<file path="config.mk">
export PLATFORM = sky130hd
export DESIGN_NAME = cic_decimator_flat
export DESIGN_NICKNAME = d
export VERILOG_FILES = /design/src/rtl/cic_decimator_if.sv /design/src/rtl/cic_decimator.sv /design/src/flat_wrapper.sv
export SDC_FILE = /design/constraint.sdc
export NUM_CORES = 2
export LEC_CHECK = 0
export CAP_MARGIN = 20
export CORE_UTILIZATION = 57
export DETAILED_ROUTE_END_ITERATION = 8
export PLACE_DENSITY = 0.84
export SLEW_MARGIN = 30
export SYNTH_ARGS = -nofsm -noshare
export SYNTH_HDL_FRONTEND = slang
export SYNTH_SLANG_ARGS = --single-unit
</file>
<file path="constraint.sdc">
create_clock -name clock -period 6.5 [get_ports clock]
set_input_delay 0.65 -clock clock [delete_from_list [all_inputs] [get_ports clock]]
set_output_delay 0.65 -clock clock [all_outputs]
set_load 0.01 [all_outputs]
</file>
<file path="src/rtl/cic_decimator_if.sv">
// Sample-stream bundle between the NCO/mixer, the CIC decimator and the next receive stage.
// Upstream drives the full-rate I/Q side; downstream consumes the decimated side.
interface cic_decimator_if #(
  parameter int IN_WIDTH  = 22,
  parameter int OUT_WIDTH = 24
);
  logic                        in_strobe;
  logic signed [IN_WIDTH-1:0]  in_I;
  logic signed [IN_WIDTH-1:0]  in_Q;
  logic                        out_strobe;
  logic signed [OUT_WIDTH-1:0] out_I;
  logic signed [OUT_WIDTH-1:0] out_Q;

  modport master (output in_strobe, in_I, in_Q, input out_strobe, out_I, out_Q);
  modport slave  (input in_strobe, in_I, in_Q, output out_strobe, out_I, out_Q);
endinterface

</file>
<file path="src/rtl/cic_decimator.sv">
// Five-stage CIC decimator for receive I/Q: one datapath lane per component, shared
// sample counter and comb valid pipeline, round-half-up with positive saturation.
module cic_lane #(
  parameter int IN_WIDTH  = 22,
  parameter int OUT_WIDTH = 24,
  parameter int STAGES    = 5,
  parameter int ACC_WIDTH = 42
) (
  input  logic                        clock,
  input  logic                        reset,
  input  logic                        in_strobe_i,
  input  logic                        dec_evt_i,
  input  logic [STAGES:0]             vld_pipe_i,
  input  logic signed [IN_WIDTH-1:0]  x_i,
  output logic signed [OUT_WIDTH-1:0] y_o
);
  localparam int SH = ACC_WIDTH - OUT_WIDTH;
  localparam logic signed [OUT_WIDTH-1:0] MAXP = {1'b0, {(OUT_WIDTH-1){1'b1}}};

  logic signed [ACC_WIDTH-1:0] integ_q [STAGES];
  logic signed [ACC_WIDTH-1:0] comb_q  [STAGES];
  logic signed [ACC_WIDTH-1:0] dly_q   [STAGES];
  logic signed [ACC_WIDTH-1:0] comb_in_q;
  logic signed [ACC_WIDTH-1:0] x_ext;
  logic signed [OUT_WIDTH-1:0] y_q, y_d, top;
  logic                        rnd;
  logic                        unused_lsbs;

  assign x_ext       = {{(ACC_WIDTH-IN_WIDTH){x_i[IN_WIDTH-1]}}, x_i};
  assign unused_lsbs = ^comb_q[STAGES-1][SH-2:0];

  // Keep the top OUT_WIDTH bits, add the next bit down; only the max-positive code can overflow.
  always_comb begin
    top = comb_q[STAGES-1][ACC_WIDTH-1 -: OUT_WIDTH];
    rnd = comb_q[STAGES-1][SH-1];
    y_d = top + {{(OUT_WIDTH-1){1'b0}}, rnd};
    if (rnd && top == MAXP) y_d = MAXP;
  end

  always_ff @(posedge clock) begin
    if (reset) begin
      for (int k = 0; k < STAGES; k++) begin
        integ_q[k] <= '0;
        comb_q[k]  <= '0;
        dly_q[k]   <= '0;
      end
      comb_in_q <= '0;
      y_q       <= '0;
    end else begin
      // Integrators wrap freely; the comb differences undo the wrap exactly.
      if (in_strobe_i) begin
        integ_q[0] <= integ_q[0] + x_ext;
        for (int k = 1; k < STAGES; k++) integ_q[k] <= integ_q[k] + integ_q[k-1];
      end
      if (dec_evt_i) comb_in_q <= integ_q[STAGES-1];
      if (vld_pipe_i[0]) begin
        comb_q[0] <= comb_in_q - dly_q[0];
        dly_q[0]  <= comb_in_q;
      end
      for (int k = 1; k < STAGES; k++) begin
        if (vld_pipe_i[k]) begin
          comb_q[k] <= comb_q[k-1] - dly_q[k];
          dly_q[k]  <= comb_q[k-1];
        end
      end
      if (vld_pipe_i[STAGES]) y_q <= y_d;
    end
  end

  assign y_o = y_q;
endmodule

module cic_decimator #(
  parameter int IN_WIDTH   = 22,
  parameter int OUT_WIDTH  = 24,
  parameter int STAGES     = 5,
  parameter int DECIMATION = 16
) (
  input  logic      clock,
  input  logic      reset,
  cic_decimator_if.slave bus
);
  localparam int CNT_W     = $clog2(DECIMATION);
  localparam int ACC_WIDTH = IN_WIDTH + STAGES * CNT_W;
  localparam int NUM_LANES = 2;

  logic [CNT_W-1:0]   cnt_q, cnt_d;
  logic [STAGES:0]    vld_pipe_q, vld_pipe_d;
  logic               out_strobe_q;
  logic               dec_evt;
  logic [NUM_LANES-1:0][IN_WIDTH-1:0]  lane_in;
  logic [NUM_LANES-1:0][OUT_WIDTH-1:0] lane_out;

  assign dec_evt = bus.in_strobe && (cnt_q == CNT_W'(DECIMATION - 1));

  always_comb begin
    cnt_d = cnt_q;
    if (bus.in_strobe) cnt_d = dec_evt ? '0 : cnt_q + CNT_W'(1);
    vld_pipe_d = {vld_pipe_q[STAGES-1:0], dec_evt};
  end

  always_ff @(posedge clock) begin
    if (reset) begin
      cnt_q        <= '0;
      vld_pipe_q   <= '0;
      out_strobe_q <= 1'b0;
    end else begin
      cnt_q        <= cnt_d;
      vld_pipe_q   <= vld_pipe_d;
      out_strobe_q <= vld_pipe_q[STAGES];
    end
  end

  assign lane_in = {bus.in_Q, bus.in_I};

  for (genvar g = 0; g < NUM_LANES; g++) begin : g_lane
    cic_lane #(
      .IN_WIDTH (IN_WIDTH),
      .OUT_WIDTH(OUT_WIDTH),
      .STAGES   (STAGES),
      .ACC_WIDTH(ACC_WIDTH)
    ) u_lane (
      .clock      (clock),
      .reset      (reset),
      .in_strobe_i(bus.in_strobe),
      .dec_evt_i  (dec_evt),
      .vld_pipe_i (vld_pipe_q),
      .x_i        (lane_in[g]),
      .y_o        (lane_out[g])
    );
  end

  assign bus.out_strobe = out_strobe_q;
  assign bus.out_I      = lane_out[0];
  assign bus.out_Q      = lane_out[1];
endmodule

</file>
<file path="src/flat_wrapper.sv">
// flat-port wrapper written by rule: the top's interface ports become plain ports
module cic_decimator_flat 
#(
  parameter int IN_WIDTH   = 22,
  parameter int OUT_WIDTH  = 24,
  parameter int STAGES     = 5,
  parameter int DECIMATION = 16
)
  (clock, reset, bus_in_strobe, bus_in_I, bus_in_Q, bus_out_strobe, bus_out_I, bus_out_Q);
  cic_decimator_if #(.IN_WIDTH(IN_WIDTH), .OUT_WIDTH(OUT_WIDTH)) bus_i ();
  input  logic clock;
  input  logic reset;
  input wire logic [$bits(bus_i.in_strobe)-1:0] bus_in_strobe;
  input wire logic [$bits(bus_i.in_I)-1:0] bus_in_I;
  input wire logic [$bits(bus_i.in_Q)-1:0] bus_in_Q;
  output wire logic [$bits(bus_i.out_strobe)-1:0] bus_out_strobe;
  output wire logic [$bits(bus_i.out_I)-1:0] bus_out_I;
  output wire logic [$bits(bus_i.out_Q)-1:0] bus_out_Q;
  assign bus_i.in_strobe = bus_in_strobe;
  assign bus_i.in_I = bus_in_I;
  assign bus_i.in_Q = bus_in_Q;
  assign bus_out_strobe = bus_i.out_strobe;
  assign bus_out_I = bus_i.out_I;
  assign bus_out_Q = bus_i.out_Q;
  cic_decimator #(.IN_WIDTH(IN_WIDTH), .OUT_WIDTH(OUT_WIDTH), .STAGES(STAGES), .DECIMATION(DECIMATION)) u_core (.clock(clock), .reset(reset), .bus(bus_i));
endmodule
</file>
# Word-level counts from Yosys, hierarchy flattened
# Memories as Yosys holds them, arrays and structs flattened.
# Index checks and enable logic that the tools add are counted.
# classes
multipliers	0
reduce_logical	3
shift	0
div	0
n_mux	53
n_lt_le_gt_ge	0
add_sub_neg	23
n_eq_ne	3
bitwise_logic	30
# op_table
op	count
$mux W42	30
$sub A42 B42 Y42	10
$add A42 B42 Y42	8
$add A42 B22 Y42	2
$add A24 B1 Y24	2
$eq A24 B24 Y1 const B	2
$mux W24	2
$or A1 B1 Y1	30
$mux W1	20
$add A4 B1 Y4 const B	1
$eq A4 B4 Y1 const B	1
$mux W4	1
$logic_and A1 B1 Y1	3
# totals
ram_bits	1260
input_bits	47
output_inout_bits	49
mem_count	6
ff_bits	143
latchBits	0
elab_cells	125
mem_bits_ro	0
# memory_table
memory	words	word_bits	read_ports	rd_ports_with_merged_regs	write_ports	line	rtl
u_core.g_lane[0].u_lane.comb_q	5	42	5	0	5	cic_decimator.sv:21	logic signed [ACC_WIDTH-1:0] comb_q [STAGES];
u_core.g_lane[0].u_lane.dly_q	5	42	5	0	5	cic_decimator.sv:22	logic signed [ACC_WIDTH-1:0] dly_q [STAGES];
u_core.g_lane[0].u_lane.integ_q	5	42	5	0	5	cic_decimator.sv:20	logic signed [ACC_WIDTH-1:0] integ_q [STAGES];
u_core.g_lane[1].u_lane.comb_q	5	42	5	0	5	cic_decimator.sv:21	
u_core.g_lane[1].u_lane.dly_q	5	42	5	0	5	cic_decimator.sv:22	
u_core.g_lane[1].u_lane.integ_q	5	42	5	0	5	cic_decimator.sv:20	

# Logic depth before layout (Yosys ltp)
# logic_depth
word_depth	4
mapped_depth	15
ltp_nobuf	15

# Cells and area by module
# A second synthesis with hierarchy kept.
# unflattened
cells_unflattened	9651
area_unflattened_um2	92775.2
# modules_own_cells
module	cells_per_inst	area_per_inst_um2	seq_area_each_um2	instances
cic_lane at u_core.g_lane[1].u_lane	4925	46827.4	19728.9	1
cic_lane at u_core.g_lane[0].u_lane	4691	45575.0	19728.9	1
cic_decimator	35	372.9	220.2	1

# Least setup slack after synthesis
# OpenSTA, ideal clock, no wires.
# synth_path
path_kind	in2reg
start	input port bus_in_strobe
end	memory u_core.g_lane[0].u_lane.integ_q[0][0], enable pin
required_time_ns	5.888
t_arrival_ns	5.971
setup_slack_ns	-0.083
n_path_buf	1
stages	2
path_cell_list	clkbuf_1 or2_2
# synth_lines
element	line	rtl
start: declaration	flat_wrapper.sv:13	input wire logic [$bits(bus_i.in_strobe)-1:0] bus_in_strobe;
end: declaration	cic_decimator.sv:20	

==> results.cfg <==
[floorplanning]
die_area_um2 = 163000
fp-row-count = 147
core_area_um2 = 161000
fp.dieH_um = 404
die_w_um = 404
io-pin-count = 96
start_util_pct = 57.4

[logic_synthesis]
synthXorXnorAreaFrac_pct = 7.11
ys_warn_count = 0
synth_compound_area_share_pct = 18.2
ys_seq_elements = 1369
synth_seq_area_share_pct = 43.0
synthesis.area_um2 = 92200
synthFlopType = edfxtp_1
muxShareOfSynthArea_pct = 0.121
async_flop_share_pct = 0
synth_top_family_by_area = compound AO/OA/AOI/OAI gates
ys_types = 90
synthCells = 9614
synth-simple-area-share_pct = 16.0
synth_edf_count = 1226
synth_top_area_cell = edfxtp_1
synth_top_area_share_pct = 39.9
avgSynthCellArea_um2 = 9.59
yosys.area_share.adder_pct = 11.6
synth_fp_nets = 10500
synth_area_leaders = edfxtp_1 (40%), ha_1 (11%), nor2_1 (4.6%), a21oi_1 (4.5%), a21o_1 (4.1%)

[setup_path]
critPathKind = reg2reg
cp-startpoint = u_core.g_lane[0].u_lane.comb_q[0][0]$_SDFFCE_PP0P_
worstPathRequired_ps = 7010
cp_data_arrival_time_ps = 4650
cp_slowest_stage_delay_ps = 480
cp_common_cell = a21o_1
crit_path_top_delay_cell = a31oi_1
crit_fanout = 4
rrSetupSlack_ps = 2350
path_cells = inv_1 -> ha_1 -> inv_1 -> fa_1 -> a21o_1 -> a21o_1 -> a2111o_1 -> a21o_1 -> o21ai_1 -> o21ai_0 -> a31oi_1 -> o21ai_1 -> a21boi_0 -> xor2_1 -> nor2_1
endpoint = u_core.g_lane[0].u_lane.comb_q[0][78]$_SDFFCE_PP0P_
startpoint_type = register
endpoint_kind = register
timing.rr.start = u_core.g_lane[0].u_lane.comb_q[0][0]$_SDFFCE_PP0P_
r2r_cells = 15
r2r_end = u_core.g_lane[0].u_lane.comb_q[0][78]$_SDFFCE_PP0P_

[power_and_ir_drop]
p_comb_share_pct = 21.5
p_per_area_nw_per_um2 = 244
p_total_w = 0.0244
leakage_nw = 42.6
intPower_w = 0.0174
max-vdd-ir-drop_mv = 0.302
p_clk_share_pct = 35.4
swShare_pct = 29.0
pwr-share-seq_pct = 43.2
switchingPower_w = 0.00707

[timing]
fmax_ghz = 0.241
worstMarginPinSlew_ps = 1120
hold_ws_ps = 450
clock_skew_ps = 28.8
slew_viol_final = 0
setup_viol = 0
rsz0062_at_grt = no
min_period_ps = 4150
hold_viol_final = 0
fin_setup_tns_ps = 0
slew_headroom_pct = 23.5
post-route-period-util_pct = 63.8

[grt]
grt_first_pass_wirelength_um = 313000
first_global_vias = 66900
grt_max_degree = 200
antenna_found_initial = 0
grt_usage_pct = 22.5
grt-ovfl-total = 0

[run_status]
status = finished, final reports clean

[drt]
ant_nets = 0
vias_per_cell = 5.83
dr.first_iter.drc_count = 4431
post_drt_wl_per_cell_um = 15.8
drtPass1Iterations = 6
wl_um = 187000
drc_errors = 0
num_vias = 68800

[placement]
gp_congestion = 0.917
hpwl_um = 138000
portBuffers = 95
post-place-cells = 11500

[clock_tree]
cts-buffers-inserted = 153
cts_resized = 0
ctsHoldBuffers = 0
clk_latency_ps = 790
cts_setup_buffers = 0
clk_pin_slew_worst_paths_ps = 60
h-tree-depth = 4
cts_buffer_depth = 3
clock-sinks = 1369
cts_tree = built
root_buffer = clkbuf_16

[hold_path]
holdCritPathClass = in2reg

[final_layout]
nNetsFinal = 10400
drive_above_1_share_pct = 3.90
diodes = 0
final_util_pct = 62.3
final_cells = 11800
area.growth.synth_to_final_pct = 8.42

[flow_run]
drv_cap = 0
[cell usage after synthesis, types with 11 or more instances]
library cell     n
o21a_1         104
a31oi_1         95
nor3_1         119
a41oi_1         21
nand2b_1        89
ha_1           823
a21o_1         502
fa_1            18
a31o_2          22
dfxtp_1        143
and2_1         490
a211o_1         20
o21ai_0        392
nand3_1        157
o211ai_1        38
nand4_1        169
nor2_1        1127
or2_2           30
nor3b_1         17
a221o_1         17
a221oi_1        32
o31a_1          25
a21boi_0        30
a21oi_1        834
o21ai_1         19
o31ai_1         38
a211oi_1       123
and4_1          34
a311oi_1        12
or3_1           30
xnor2_1        424
nor2b_1         82
o21bai_1       121
nor4_1          16
and3_1          82
nand2_1        615
clkbuf_1       371
o2111ai_1       16
inv_1          589
xor2_1         325
o211a_1         11
edfxtp_1      1226
[worst min-delay path by stage]
stage                                                              to  slack (ps)  depth (start not counted)                                              start
floorplan           u_core.g_lane[0].u_lane.comb_in_q[0]$_SDFFE_PP0P_         440                          2  u_core.g_lane[0].u_lane.comb_in_q[0]$_SDFFE_PP0P_
global placement    u_core.g_lane[1].u_lane.comb_in_q[0]$_SDFFE_PP0P_         450                          2  u_core.g_lane[1].u_lane.comb_in_q[0]$_SDFFE_PP0P_
detailed placement  u_core.g_lane[0].u_lane.comb_in_q[0]$_SDFFE_PP0P_         460                          2  u_core.g_lane[0].u_lane.comb_in_q[0]$_SDFFE_PP0P_
CTS                                   u_core.vld_pipe_q[2]$_SDFF_PP0_         390                          2                                              reset
global route             u_core.g_lane[1].u_lane.y_o[23]$_SDFFE_PP0P_         450                          2                                              reset
finish                                u_core.vld_pipe_q[2]$_SDFF_PP0_         450                          2                                              reset
[placed cells by master, fill, tap and decap left out, drive strengths merged, types with 413 or more instances in the layout]
| cell type | synthesis | final |
|---|---|---|
| nor2 | 1127 | 1127 |
| inv | 589 | 603 |
| ha | 823 | 823 |
| a21o | 502 | 502 |
| nand2 | 615 | 615 |
| xnor2 | 424 | 424 |
| and2 | 490 | 490 |
| edfxtp | 1226 | 1226 |
| a21oi | 835 | 835 |
| o21ai | 413 | 413 |
[power groups by stage]
stage / clock network (W) / registers (W) / logic (W)
floorplan: 0 / 0.0106 / 0.00419
global placement: 0 / 0.0107 / 0.00498
detailed placement: 0 / 0.0107 / 0.00514
CTS: 0.00880 / 0.0105 / 0.00518
global route: 0.00914 / 0.0106 / 0.00582
finish: 0.00864 / 0.0105 / 0.00524
[metal layers]
metal / global-route usage [%] / vias to the layer above / share of wire, %
met5: 0 / - / 0
met2: 39.9 / 1743 / 49
met4: 7.38 / 0 / 2.9
met1: 28.3 / 32200 / 44
met3: 2.75 / 379 / 4.1
li1: - / 34500 / -
[layout make-up]
| cell class | count | area (um^2) |
|---|---|---|
| Clock buffer | 196 | 4220 |
| Clock inverter | 87 | 860 |
| Fill cell | 12500 | 60600 |
| Inverter | 589 | 2210 |
| Multi-Input combinational cell | 7276 | 48900 |
| Sequential cell | 1369 | 39700 |
| Tap cell | 2160 | 2700 |
| Timing Repair Buffer | 132 | 1360 |
[logic make-up after synthesis]
| kind of cell | after synthesis |
|---|---|
| simple gates | 3087 |
| compound gates | 2588 |
| flops | 1369 |
| buf+inv | 969 |
| fa+ha+maj | 841 |
| xor+xnor | 749 |
| mux | 11 |
[state kept, by name, indices dropped and copies added (netlist names)]
signal / flops
u_core.g_lane.u_lane.dly_q: 420
u_core.g_lane.u_lane.integ_q: 420
u_core.g_lane.u_lane.comb_q: 386
u_core.g_lane.u_lane.comb_in_q: 84
u_core.g_lane.u_lane.y_o: 48
u_core.vld_pipe_q: 6
u_core.cnt_q: 4
u_core.bus.out_strobe: 1
[stage by stage]
| step | area [um^2] | setup slack (ps) |
|---|---|---|
| after global placement | 94800 | 2070 |
| after global routing | 100000 | 2080 |
| final | 100000 | 2350 |
| after CTS | 99900 | 2370 |
| after detailed placement | 94800 | 2010 |
| after floorplan | 92200 | 2060 |
[critical path: cells and delay by family (launching register included)]
kind	cells	cell delay, ps
buffers and inverters	2	160
and+or+nand+nor	1	60
adders and majority gates	2	570
xor gates and xnor gates	1	170
AOI/OAI and AO/OA	9	2530
DFF	1	370
No activity file was read; power rests on OpenSTA's default activity.
